### src/rtl/p_hardisc.sv
// Shared types for the hardisc front end: aligner states, halfwords, fetch error codes.
// No logic; types and constants only.
// Not applicable (no handshake).
package p_hardisc;

  // One 16-bit parcel of the fetch stream
  typedef logic [15:0] halfword_t;

  // Aligner buffer occupancy
  typedef enum logic [1:0] {
    ALN_EMPTY = 2'd0,  // nothing buffered
    ALN_HALF  = 2'd1,  // lower half of an RVI waiting for its upper half
    ALN_RVC   = 2'd2   // a complete compressed instruction waiting to issue
  } aln_state;

  // Fetch error code carried alongside each word and instruction
  typedef logic [2:0] fetch_err_t;

  localparam fetch_err_t FETCH_ERR_NONE = 3'b000;

endpackage

### src/rtl/instr_aligner.sv
// Splits 32-bit fetch words into aligned RV32 instructions (RVI or zero-extended RVC).
// Zero latency: outputs are combinational from the buffer state and the current fetch word.
// Decode stall holds state and outputs; a buffered RVC blocks fetch for one accepted cycle.
module instr_aligner
  import p_hardisc::*;
(
  input  logic        s_clk_i,
  input  logic        s_resetn_i,
  input  logic        s_flush_i,
  input  logic        s_fetch_valid_i,
  input  logic [31:0] s_fetch_instr_i,
  input  logic        s_fetch_addr1_i,
  input  logic [2:0]  s_fetch_error_i,
  input  logic        s_fetch_pred_i,
  output logic        s_fetch_ready_o,
  input  logic        s_id_ready_i,
  output logic        s_aligned_valid_o,
  output logic [31:0] s_instr_o,
  output logic [2:0]  s_fetch_error_o,
  output logic        s_align_error_o,
  output logic        s_prediction_o
);

  // A parcel is compressed unless its two low bits are both set
  function automatic logic is_rvc(input halfword_t hw);
    return hw[1:0] != 2'b11;
  endfunction

  aln_state   state_q, state_d;
  halfword_t  buf_q, buf_d;
  fetch_err_t buf_err_q, buf_err_d;
  // In ALN_RVC this is the prediction of the buffered RVC; in ALN_HALF it marks
  // a prediction that was made from a half-instruction (misaligned prediction).
  logic       buf_pred_q, buf_pred_d;

  halfword_t  lo_hw;
  halfword_t  hi_hw;
  logic       load_upper;
  logic       drop_buffer;
  logic       buffer_only;

  assign lo_hw = s_fetch_instr_i[15:0];
  assign hi_hw = s_fetch_instr_i[31:16];

  // Decide what is presented this cycle and how the buffer evolves on acceptance
  always_comb begin
    s_aligned_valid_o = 1'b0;
    s_instr_o         = 32'h0;
    s_fetch_error_o   = FETCH_ERR_NONE;
    s_align_error_o   = 1'b0;
    s_prediction_o    = 1'b0;
    load_upper        = 1'b0;
    drop_buffer       = 1'b0;
    buffer_only       = 1'b0;

    if (!s_resetn_i || s_flush_i) begin
      // Restart: present nothing and forget everything buffered
      drop_buffer = 1'b1;
    end else if (state_q == ALN_RVC) begin
      // Buffered compressed instruction issues without touching the fetch word
      s_aligned_valid_o = 1'b1;
      s_instr_o         = {16'h0, buf_q};
      s_fetch_error_o   = buf_err_q;
      s_prediction_o    = buf_pred_q;
      drop_buffer       = s_id_ready_i;
    end else if (s_fetch_valid_i) begin
      if (state_q == ALN_HALF && !s_fetch_addr1_i) begin
        // Sequential word completes the buffered RVI with its lower halfword
        s_aligned_valid_o = 1'b1;
        s_instr_o         = {lo_hw, buf_q};
        s_fetch_error_o   = (buf_err_q != FETCH_ERR_NONE) ? buf_err_q : s_fetch_error_i;
        s_align_error_o   = buf_pred_q;
        load_upper        = s_id_ready_i;
      end else if (!s_fetch_addr1_i) begin
        // Word starts at the lower halfword with nothing pending
        s_aligned_valid_o = 1'b1;
        s_fetch_error_o   = s_fetch_error_i;
        if (is_rvc(lo_hw)) begin
          // Lower RVC does not end in the upper halfword, so no prediction applies
          s_instr_o  = {16'h0, lo_hw};
          load_upper = s_id_ready_i;
        end else begin
          s_instr_o      = s_fetch_instr_i;
          s_prediction_o = s_fetch_pred_i;
          drop_buffer    = s_id_ready_i;
        end
      end else begin
        // Jump target in the upper halfword: any half-RVI buffered is stale
        if (is_rvc(hi_hw)) begin
          s_aligned_valid_o = 1'b1;
          s_instr_o         = {16'h0, hi_hw};
          s_fetch_error_o   = s_fetch_error_i;
          s_prediction_o    = s_fetch_pred_i;
          drop_buffer       = s_id_ready_i;
        end else begin
          // Only the start of an RVI: absorb it even while decode is stalled
          buffer_only = 1'b1;
          load_upper  = 1'b1;
        end
      end
    end
  end

  // Fetch word is taken whenever decode advances, or when it only feeds the buffer
  always_comb begin
    s_fetch_ready_o = (s_resetn_i & s_id_ready_i & ~s_flush_i & (state_q != ALN_RVC))
                    | buffer_only;
  end

  // Next buffer contents: capture the upper halfword, clear, or hold
  always_comb begin
    state_d    = state_q;
    buf_d      = buf_q;
    buf_err_d  = buf_err_q;
    buf_pred_d = buf_pred_q;
    if (load_upper) begin
      state_d    = is_rvc(hi_hw) ? ALN_RVC : ALN_HALF;
      buf_d      = hi_hw;
      buf_err_d  = s_fetch_error_i;
      buf_pred_d = s_fetch_pred_i;
    end else if (drop_buffer) begin
      state_d    = ALN_EMPTY;
      buf_d      = '0;
      buf_err_d  = FETCH_ERR_NONE;
      buf_pred_d = 1'b0;
    end
  end

  // Aligner state and halfword buffer registers
  always_ff @(posedge s_clk_i or negedge s_resetn_i) begin
    if (!s_resetn_i) begin
      state_q    <= ALN_EMPTY;
      buf_q      <= '0;
      buf_err_q  <= FETCH_ERR_NONE;
      buf_pred_q <= 1'b0;
    end else begin
      state_q    <= state_d;
      buf_q      <= buf_d;
      buf_err_q  <= buf_err_d;
      buf_pred_q <= buf_pred_d;
    end
  end

endmodule
### config.mk
export PLATFORM = sky130hd
export DESIGN_NAME = instr_aligner
export DESIGN_NICKNAME = d
export VERILOG_FILES = /design/src/rtl/p_hardisc.sv /design/src/rtl/instr_aligner.sv
export SDC_FILE = /design/constraint.sdc
export NUM_CORES = 1
export LEC_CHECK = 0
export CAP_MARGIN = 20
export CORE_UTILIZATION = 42
export DETAILED_ROUTE_END_ITERATION = 6
export GPL_TIMING_DRIVEN = 0
export HOLD_SLACK_MARGIN = 0.05
export PLACE_DENSITY = 0.87
export SYNTH_ARGS = -nofsm -noshare
export SYNTH_HDL_FRONTEND = slang
export SYNTH_SLANG_ARGS = --single-unit
### constraint.sdc
create_clock -name s_clk_i -period 2.7 [get_ports s_clk_i]
set_input_delay 0.675 -clock s_clk_i [delete_from_list [all_inputs] [get_ports s_clk_i]]
set_output_delay 0.675 -clock s_clk_i [all_outputs]
set_load 0.01 [all_outputs]
==> results.toml <==
[worst_setup_path]
start_kind = "flop"
crit_arrival_ns = 2.02
end_kind = "primary output"
critical_path.slowest_cell = "dfrtp_1"
cp.required_ns = 2.03
crit_fanout = 10
critical_path_class = "flop to primary output"
cpPeakStageDelay_ns = 0.42
path_cells = "nand2b_2 -> nor2_4 -> buf_4 -> clkbuf_4 -> a22oi_1 -> nor2_1 -> clkdlybuf4s15_2"

[grt]
grt_pass1_vias = 2145
grt_pass1_wl_um = 10300
grtUsageTotal_pct = 30.8
grt_max_degree = 25
gr-total-overflow = 0
antenna_found_initial = 0

[sta]
setup-violations-final = 0
worstMarginPinSlew_ns = 0.377
hold_violations = 0
timing.final.crit_share_pct = 99.8
fin_ws_ns = 0.00444
drv_slew = 0
relSlewSlack_pct = 74.7
max_freq_mhz = 371
whs_ns = 0.206
period_minus_slack_ns = 2.70
skew_ns = 0.0171
rsz0062_at_grt = "true"

[place]
place_hpwl_um = 4280
place_inst = 363
preCtsSetupSlack_ns = -1.52
numPortBuffers = 79
gp_congestion = 0.846
placed_area_um2 = 2610

[die]
io_pins = 81
start_util_pct = 43.8
placementRows = 23
die_w_um = 66.6
core_um2 = 4000
dieArea_um2 = 4440
die_h_um = 66.6

[run]
maxCapViolCount = 0

[yosys]
syn-num-nets = 276
ys_top_cells_by_count = "nor2_1, o21ai_0, a21oi_1"
yosysSeqAreaShare_pct = 31.4
synth_top_cell_by_area = "dfrtp_1"
synth.distinct_cells = 31
postSynthAreaPerCell_um2 = 7.49
synth_cells = 234
ys.flop_type = "dfrtp_1"
yosysMostFrequentCell = "nor2_1"
ys_warn_count = 0
async_flop_share_pct = 100
ys_ff_latch = 22
synthTopCellsByArea = "dfrtp_1, a22o_1, o21ai_0"
synth_edf_count = 0
syn_area_um2 = 1750
synth_top_cell_area_share_pct = 31.4

[final_layout]
final_cells = 377
area_delta_synth_final_pct = 59.5
final_area_um2 = 2800
layout.nets = 370
final_layout_size_suffix_gt1_share_pct = 20.5
antennaDiodeCount = 0

[outcome]
status = "completed"

[cts]
root_buffer = "clkbuf_8"
cts_made_buffers = 3
worstSkewPairLatency_ns = 0.28
cts_sinks = 22
cts.clk_slew.worst_paths_ns = 0.09
ctsHtreeMaxLevel = 1
cts-hold-fix-buffers = 0
cts_tree = "done"
cts_buffer_depth = 2

[detailed_routing]
viasPerCell = 6.37
ant_nets = 0
drt_drc_violations_left = 0
drt_iter0_drc = 249
dr_total_vias = 2401
drt-pass1-iter-count = 5
finalWirelength_um = 7110
post_drt_wl_per_cell_um = 18.9

[power_and_ir_drop]
power_leakage_uw = 0.00126
ir_drop_mv = 0.297
power_density_nw_per_um2 = 307
power_uw = 858

[hold_path]
holdCritPathClass = "primary input to async pin"
-- registers in the layout (all words and copies together) (netlist names) --
signal and count:
state_q 2, buf_q 16, buf_pred_q 1, buf_err_q 3
-- layout make-up --
class                           count  area [µm²]
Timing Repair Buffer               88         800
Fill cell                         319        1200
Buffer                             22         189
Sequential cell                    22         551
Tap cell                           50        62.6
Clock buffer                        4        55.1
Multi-Input combinational cell    189        1130
Inverter                            2        7.51
-- power breakdown --
part	total (µW)	switching, µW	internal (µW)
registers	342	5.26	336
logic	267	140	127
clock network	249	119	131
total	858	264	594
-- cells in the final DEF (no fill, tap or decap), drive strengths merged --
cell type and instances:
nand2 20, a32o 1, and4 1, a21oi 32, a22oi 14, a31oi 4, o21ai 34, inv 2
dlymetal6s2s 1, a21boi 1, a2111oi 1, a22o 21, and2 1, clkdlybuf4s50 33, nor2 36, nor3b 2
clkbuf 20, mux2i 2, o221ai 2, nand3 3, nand2b 3, nand4 2, nor2b 5, o31ai 1
buf 29, dlygate4sd2 19, clkdlybuf4s15 12, dfrtp 22, nor3 3
-- kinds of logic after synthesis --
logic type | after synthesis | synth area share [%]
AO/OA/AOI/OAI | 111 | 40.8
AND/OR/NAND/NOR | 75 | 19.8
buffers and inverters | 24 | 6.85
flip-flops | 22 | 31.4
multiplexers | 2 | 1.14
-- worst paths after layout --
kind                                              from                  endpoint  slack [ns]  cells after the start
min in group s_clk_i             buf_q[11]$_DFFE_PN0P_     buf_q[11]$_DFFE_PN0P_        0.50                      1
max in group asynchronous                   s_resetn_i     buf_q[11]$_DFFE_PN0P_        2.29                      1
worst max register to register  state_q[0]$_DFFE_PN0P_  buf_err_q[2]$_DFFE_PN0P_        0.64                      7
worst min register to register   buf_q[11]$_DFFE_PN0P_     buf_q[11]$_DFFE_PN0P_        0.50                      1
worst min-delay path                        s_resetn_i      buf_q[1]$_DFFE_PN0P_        0.21                      1
worst max-delay path            state_q[1]$_DFFE_PN0P_             s_instr_o[26]       0.004                      7
-- stage by stage --
| stage | setup TNS (ns) | util, % |
|---|---|---|
| after floorplan | 0 | - |
| after global routing | -0.729 | 69.9 |
| after detailed placement | -69.82 | 65.2 |
| after global placement | -67.12 | 65.2 |
| final | 0 | 69.9 |
| after CTS | -0.00270 | 68.8 |
-- per-layer routing --
layer  vias to the layer above  global-route usage, %  part of all wire, %
met1                      1116                   39.9                   39
met5                         -                      0                    0
li1                       1046                      -                    -
met3                        43                   4.62                   10
met4                         0                   14.1                  3.8
met2                       196                   50.0                   47
-- worst max-delay path, delay by kind of cell (launching register included) --
kind / cells / cell delay, ns
flip-flops: 1 / 0.42
AO/OA/AOI/OAI: 1 / 0.10
buffers and inverters: 3 / 0.60
AND/OR/NAND/NOR: 3 / 0.62
-- timing repair --
action,4_1_cts,5_1_grt
cloned,0,2
endpoints found under the setup margin,61,34
setup buffers,4,4
resized for setup,113,41
pin swaps,1,1
No activity file was read; power rests on OpenSTA's default activity.
